<file path="src/rtl/load_store_unit.sv">
`default_nettype none
// ============================================================================
// Module      : load_store_unit
// Description : Byte/halfword/word load-store engine between the RV32I
//               execute stage and a word-wide data memory. The memory is
//               word addressed, reads combinationally and writes one whole
//               word per enabled clock. Sub-word stores therefore run as
//               read-modify-write. Sub-word loads are sign- or zero-extended.
//               Misaligned accesses and illegal funct3 codes are reported.
//               Only one transaction is in flight at a time.
// Ports       : i_lsu_clk / i_lsu_rst_n   clock, async active-low reset
//               i_lsu_valid / o_lsu_ready valid/ready request handshake
//               i_lsu_we, i_lsu_funct3    store/load select, access size
//               i_lsu_addr, i_lsu_wdata   byte address, store data
//               o_lsu_done, o_lsu_err     one-cycle completion pulse + error
//               o_lsu_rdata               extended load data (held)
//               o_lsu_mem_A/WD/WE         word-aligned memory address,
//                                         write data, write enable
//               i_lsu_mem_RD              combinational memory read data
// Revision    : 1.0 - initial release
// ============================================================================
module load_store_unit #(
  parameter bit MISALIGN_TRAP = 1'b1
) (
  input  logic        i_lsu_clk,
  input  logic        i_lsu_rst_n,
  input  logic        i_lsu_valid,
  output logic        o_lsu_ready,
  input  logic        i_lsu_we,
  input  logic [2:0]  i_lsu_funct3,
  input  logic [31:0] i_lsu_addr,
  input  logic [31:0] i_lsu_wdata,
  output logic        o_lsu_done,
  output logic        o_lsu_err,
  output logic [31:0] o_lsu_rdata,
  output logic [31:0] o_lsu_mem_A,
  output logic [31:0] o_lsu_mem_WD,
  output logic        o_lsu_mem_WE,
  input  logic [31:0] i_lsu_mem_RD
);

  typedef enum logic [2:0] {
    S_IDLE   = 3'd0,
    S_LOAD   = 3'd1,
    S_RMW_RD = 3'd2,
    S_WRITE  = 3'd3,
    S_ERR    = 3'd4
  } state_t;

  localparam logic [2:0] F3_B  = 3'b000;
  localparam logic [2:0] F3_H  = 3'b001;
  localparam logic [2:0] F3_W  = 3'b010;
  localparam logic [2:0] F3_BU = 3'b100;
  localparam logic [2:0] F3_HU = 3'b101;

  state_t      state_q,  state_d;
  logic [2:0]  funct3_q, funct3_d;
  logic [31:0] addr_q,   addr_d;
  // Holds raw store data after accept; replaced by the merged word in RMW_RD.
  logic [31:0] wd_q,     wd_d;
  logic [31:0] rdata_q,  rdata_d;
  logic        done_q,   done_d;
  logic        err_q,    err_d;

  // Request decode
  logic        f3_legal;
  logic        misaligned;
  logic        req_bad;
  logic [31:0] req_addr;

  always_comb begin
    f3_legal = 1'b0;
    case (i_lsu_funct3)
      F3_B, F3_H, F3_W: f3_legal = 1'b1;
      F3_BU, F3_HU:     f3_legal = ~i_lsu_we;   // no unsigned stores
      default:          f3_legal = 1'b0;
    endcase

    misaligned = 1'b0;
    req_addr   = i_lsu_addr;
    if (i_lsu_funct3[1:0] == 2'b01) begin
      misaligned = i_lsu_addr[0];
      if (!MISALIGN_TRAP) req_addr[0] = 1'b0;
    end else if (i_lsu_funct3[1:0] == 2'b10) begin
      misaligned = |i_lsu_addr[1:0];
      if (!MISALIGN_TRAP) req_addr[1:0] = 2'b00;
    end

    // Illegal funct3 always errors; misalignment only errors when trapping.
    req_bad = ~f3_legal | (MISALIGN_TRAP & misaligned);
  end

  // Load lane selection and extension
  logic [7:0]  lane_byte;
  logic [15:0] lane_half;
  logic [31:0] load_ext;

  always_comb begin
    lane_byte = 8'h00;
    case (addr_q[1:0])
      2'd0:    lane_byte = i_lsu_mem_RD[7:0];
      2'd1:    lane_byte = i_lsu_mem_RD[15:8];
      2'd2:    lane_byte = i_lsu_mem_RD[23:16];
      default: lane_byte = i_lsu_mem_RD[31:24];
    endcase
    lane_half = addr_q[1] ? i_lsu_mem_RD[31:16] : i_lsu_mem_RD[15:0];

    load_ext = i_lsu_mem_RD;
    case (funct3_q)
      F3_B:    load_ext = {{24{lane_byte[7]}}, lane_byte};
      F3_H:    load_ext = {{16{lane_half[15]}}, lane_half};
      F3_BU:   load_ext = {24'h000000, lane_byte};
      F3_HU:   load_ext = {16'h0000, lane_half};
      default: load_ext = i_lsu_mem_RD;
    endcase
  end

  // Sub-word store merge into the word just read back
  logic [31:0] merged;

  always_comb begin
    merged = i_lsu_mem_RD;
    if (funct3_q == F3_H) begin
      if (addr_q[1]) merged[31:16] = wd_q[15:0];
      else           merged[15:0]  = wd_q[15:0];
    end else begin
      case (addr_q[1:0])
        2'd0:    merged[7:0]   = wd_q[7:0];
        2'd1:    merged[15:8]  = wd_q[7:0];
        2'd2:    merged[23:16] = wd_q[7:0];
        default: merged[31:24] = wd_q[7:0];
      endcase
    end
  end

  // Next-state logic
  always_comb begin
    state_d  = state_q;
    funct3_d = funct3_q;
    addr_d   = addr_q;
    wd_d     = wd_q;
    rdata_d  = rdata_q;
    done_d   = 1'b0;
    err_d    = 1'b0;

    case (state_q)
      S_IDLE: begin
        if (i_lsu_valid) begin
          funct3_d = i_lsu_funct3;
          addr_d   = req_addr;
          wd_d     = i_lsu_wdata;
          if (req_bad)                  state_d = S_ERR;
          else if (!i_lsu_we)           state_d = S_LOAD;
          else if (i_lsu_funct3 == F3_W) state_d = S_WRITE;
          else                          state_d = S_RMW_RD;
        end
      end
      S_LOAD: begin
        rdata_d = load_ext;
        done_d  = 1'b1;
        state_d = S_IDLE;
      end
      S_RMW_RD: begin
        wd_d    = merged;
        state_d = S_WRITE;
      end
      S_WRITE: begin
        done_d  = 1'b1;
        state_d = S_IDLE;
      end
      S_ERR: begin
        done_d  = 1'b1;
        err_d   = 1'b1;
        state_d = S_IDLE;
      end
      default: state_d = S_IDLE;
    endcase
  end

  always_ff @(posedge i_lsu_clk or negedge i_lsu_rst_n) begin
    if (!i_lsu_rst_n) begin
      state_q  <= S_IDLE;
      funct3_q <= 3'b000;
      addr_q   <= 32'h0;
      wd_q     <= 32'h0;
      rdata_q  <= 32'h0;
      done_q   <= 1'b0;
      err_q    <= 1'b0;
    end else begin
      state_q  <= state_d;
      funct3_q <= funct3_d;
      addr_q   <= addr_d;
      wd_q     <= wd_d;
      rdata_q  <= rdata_d;
      done_q   <= done_d;
      err_q    <= err_d;
    end
  end

  // WE decodes straight from state so reset removes it without waiting a clock.
  assign o_lsu_ready  = (state_q == S_IDLE);
  assign o_lsu_done   = done_q;
  assign o_lsu_err    = err_q;
  assign o_lsu_rdata  = rdata_q;
  assign o_lsu_mem_A  = {addr_q[31:2], 2'b00};
  assign o_lsu_mem_WD = wd_q;
  assign o_lsu_mem_WE = (state_q == S_WRITE);

endmodule
`default_nettype wire
</file>
<file path="config.mk">
export PLATFORM = sky130hd
export DESIGN_NAME = load_store_unit
export DESIGN_NICKNAME = d
export VERILOG_FILES = /design/src/rtl/load_store_unit.sv
export SDC_FILE = /design/constraint.sdc
export NUM_CORES = 1
export LEC_CHECK = 0
export ABC_AREA = 1
export CORE_MARGIN = 3
export CORE_UTILIZATION = 50
export DETAILED_ROUTE_END_ITERATION = 16
export GPL_TIMING_DRIVEN = 0
export PLACE_DENSITY = 0.86
export SETUP_SLACK_MARGIN = 0.2
export SYNTH_ARGS = -nofsm -noshare
export SYNTH_HDL_FRONTEND = slang
export SYNTH_SLANG_ARGS = --single-unit
</file>
<file path="constraint.sdc">
create_clock -name i_lsu_clk -period 2.8 [get_ports i_lsu_clk]
set_input_delay 0.28 -clock i_lsu_clk [delete_from_list [all_inputs] [get_ports i_lsu_clk]]
set_output_delay 0.28 -clock i_lsu_clk [all_outputs]
set_load 0.02 [all_outputs]
</file>
==> flow_metrics.env <==
export IMPL_ys_seq_area_share_pct=42.9
export IMPL_start_kind="flip-flop"
export IMPL_place_gp_congestion=0.939
export IMPL_power_w=0.0105
export IMPL_finalNetCount=1170
export IMPL_grt_pass1_vias=6259
export IMPL_finalCriticalPeriod_ns=2.04
export IMPL_synth_cells=853
export IMPL_crit_start="state_q[0]$_DFFE_PN0P_"
export IMPL_slew_headroom_pct=65.0
export IMPL_internal_power_w=0.00565
export IMPL_fin_crit_sh_pct=72.7
export IMPL_fin_cells=1215
export IMPL_cts_tree="done"
export IMPL_rsz0062_at_grt="false"
export IMPL_ios=203
export IMPL_core_sq_um=11700
export IMPL_critPathMaxFanout=5
export IMPL_hold_violations=0
export IMPL_routedWlPerCell_um=16.7
export IMPL_syn_area_sq_um=6070
export IMPL_grt_overflow=0
export IMPL_powerDensity_nw_per_um2=1220
export IMPL_dp_cells=1198
export IMPL_fp_dieW_um=116
export IMPL_slew_violations=0
export IMPL_clk_latency_ns=0.35
export IMPL_final_cell_mix="nand2_1, clkdlybuf4s50_1, dfrtp_1"
export IMPL_htree_levels=3
export IMPL_endpoint_kind="primary output"
export IMPL_pwr_share_seq_pct=26.8
export IMPL_n_fill_cell=934
export IMPL_final_common_cell="nand2_1"
export IMPL_required_ns=2.52
export IMPL_fin_area_sq_um=8570
export IMPL_area_growth_pct=41.3
export IMPL_place_area_sq_um=8280
export IMPL_port_buffers=200
export IMPL_ys_types=28
export IMPL_postRouteWirelength_mm=20.2
export IMPL_start_util_pct=52.0
export IMPL_cts_root_buf="clkbuf_16"
export IMPL_ys_warn_count=0
export IMPL_cts_path_max_buffers=2
export IMPL_dp_hpwl_mm=15.4
export IMPL_grt_max_degree=70
export IMPL_cts_buffers=9
export IMPL_vias=6503
export IMPL_ant_nets=0
export IMPL_clock_fmax_mhz=491
export IMPL_power_leakage_nw=4.16
export IMPL_skew_ns=0.0110
export IMPL_reg2reg_from="funct3_q[1]$_DFFE_PN0P_"
export IMPL_p_clk_share_pct=11.7
export IMPL_grt_pass1_wl_mm=32.1
export IMPL_vias_per_cell=5.35
export IMPL_synth_top_area_share_pct=42.9
export IMPL_finalSetupTns_ns=0
export IMPL_tightest_slew_ns=0.525
export IMPL_p_sw_share_pct=46.1
export IMPL_critical_path_class="flip-flop to primary output"
export IMPL_outcome="finished, final reports clean"
export IMPL_whs_ns=0.447
export IMPL_placementRows=39
export IMPL_drt_first_pass_iters=6
export IMPL_drc_errors=0
export IMPL_cts_setup_buffers=0
export IMPL_ys_seq_elements=104
export IMPL_drtIter0Drc=560
export IMPL_clk_pin_slew_ns=0.07
export IMPL_setup_viol=0
export IMPL_drive_above_1_share_pct=10.7
export IMPL_vdd_drop_max_mv=0.710
export IMPL_cp_arrival_ns=1.76
export IMPL_diodes=0
export IMPL_grt_usage_pct=30.3
export IMPL_switchingPower_w=0.00483
export IMPL_antenna_found_initial=0
export IMPL_min_path_type="input pin to async pin"
export IMPL_synthTopCellsByArea="dfrtp_1, nand2_1, nand3_1"
export IMPL_die_area_sq_um=13500
export IMPL_die_height_um=116
export IMPL_syn_avg_cell_area_sq_um=7.11
export IMPL_p_comb_share_pct=61.5
export IMPL_drv_cap=0
export IMPL_r2r_setup_slack_ns=1.16
export IMPL_clock_sinks=104
export IMPL_yosysTopAreaCell="dfrtp_1"
[metal layers]
layer  routed length [um]  GRT usage [%]
met5                    0              0
met4                  643           10.6
met3                 1900           5.75
met2                 9580           49.5
met1                 8110           40.7
[sequential cells by signal (all words and copies together), names as in the netlist]
register      cells
funct3_q          3
o_lsu_err         1
state_q           3
o_lsu_done        1
o_lsu_mem_WD     32
addr_q           32
o_lsu_rdata      32
[power groups by stage]
stage	logic, W	registers, W	clock network, W
after CTS	0.00643	0.00279	0.00125
after floorplan	0.00339	0.00328	0
after global routing	0.00705	0.00289	0.00131
after detailed placement	0.00639	0.00281	0
after global placement	0.00625	0.00278	0
final	0.00645	0.00281	0.00123
[layout make-up]
class	count	area, sq um	share of cell area, %
well taps	143	179	2.09
clock inverters	4	27.5	0.321
inverters	57	216	2.53
clock buffers	12	256	2.99
flip-flops and latches	104	2600	30.4
plain buffers	79	508	5.93
repair buffers	202	2040	23.8
multi-input cells	614	2750	32.0
[worst paths after layout]
path,to,cells after the start
worst min-delay path,addr_q[11]$_DFFE_PN0P_,2
worst max register to register,o_lsu_rdata[21]$_DFFE_PN0P_,9
max in group asynchronous,o_lsu_rdata[25]$_DFFE_PN0P_,3
min in group i_lsu_clk,addr_q[17]$_DFFE_PN0P_,3
worst max-delay path,o_lsu_ready,4
worst min register to register,addr_q[23]$_DFFE_PN0P_,2
[Yosys cell counts]
cell,number
nand2_1,318
dfrtp_1,104
nand3_1,93
a21oi_1,53
nor2_1,48
o21ai_0,47
inv_1,46
buf_4,39
buf_2,22
clkbuf_1,13
or2_0,12
inv_2,10
a21oi_2,6
nand4_1,6
or2_1,6
buf_6,5
nand2_2,5
nor3_1,5
nand3_2,3
o211ai_1,3
nor2_4,2
conb_1,1
inv_4,1
nand3_4,1
nand4_2,1
nor2_2,1
o21ai_2,1
o21bai_4,1
[logic make-up after synthesis]
logic type	synth area share (%)
compound gates	9.94
other cells	0.0618
flops	42.9
simple gates	35.2
buf+inv	11.9
[stage by stage]
stage | setup WS (ns) | util, %
finish | 0.764 | 73.5
global route | 0.662 | 73.5
CTS | 0.747 | 73.5
detailed placement | 0.961 | 71.0
global placement | -2.48 | 70.8
floorplan | 1.47 | -
[worst max-delay path: stages (launching register included)]
cell	delay, ns
dfrtp_1	0.46
nor2_4	0.19
inv_1	0.06
nor2_1	0.08
clkdlybuf4s50_1	0.62
[what timing repair did]
item | CTS | global route
hold buffers | 1 | 0
endpoints found under the hold margin | 35 | 0
resized for setup | 0 | 0
Note: power is estimated with default switching activity, not from simulation.
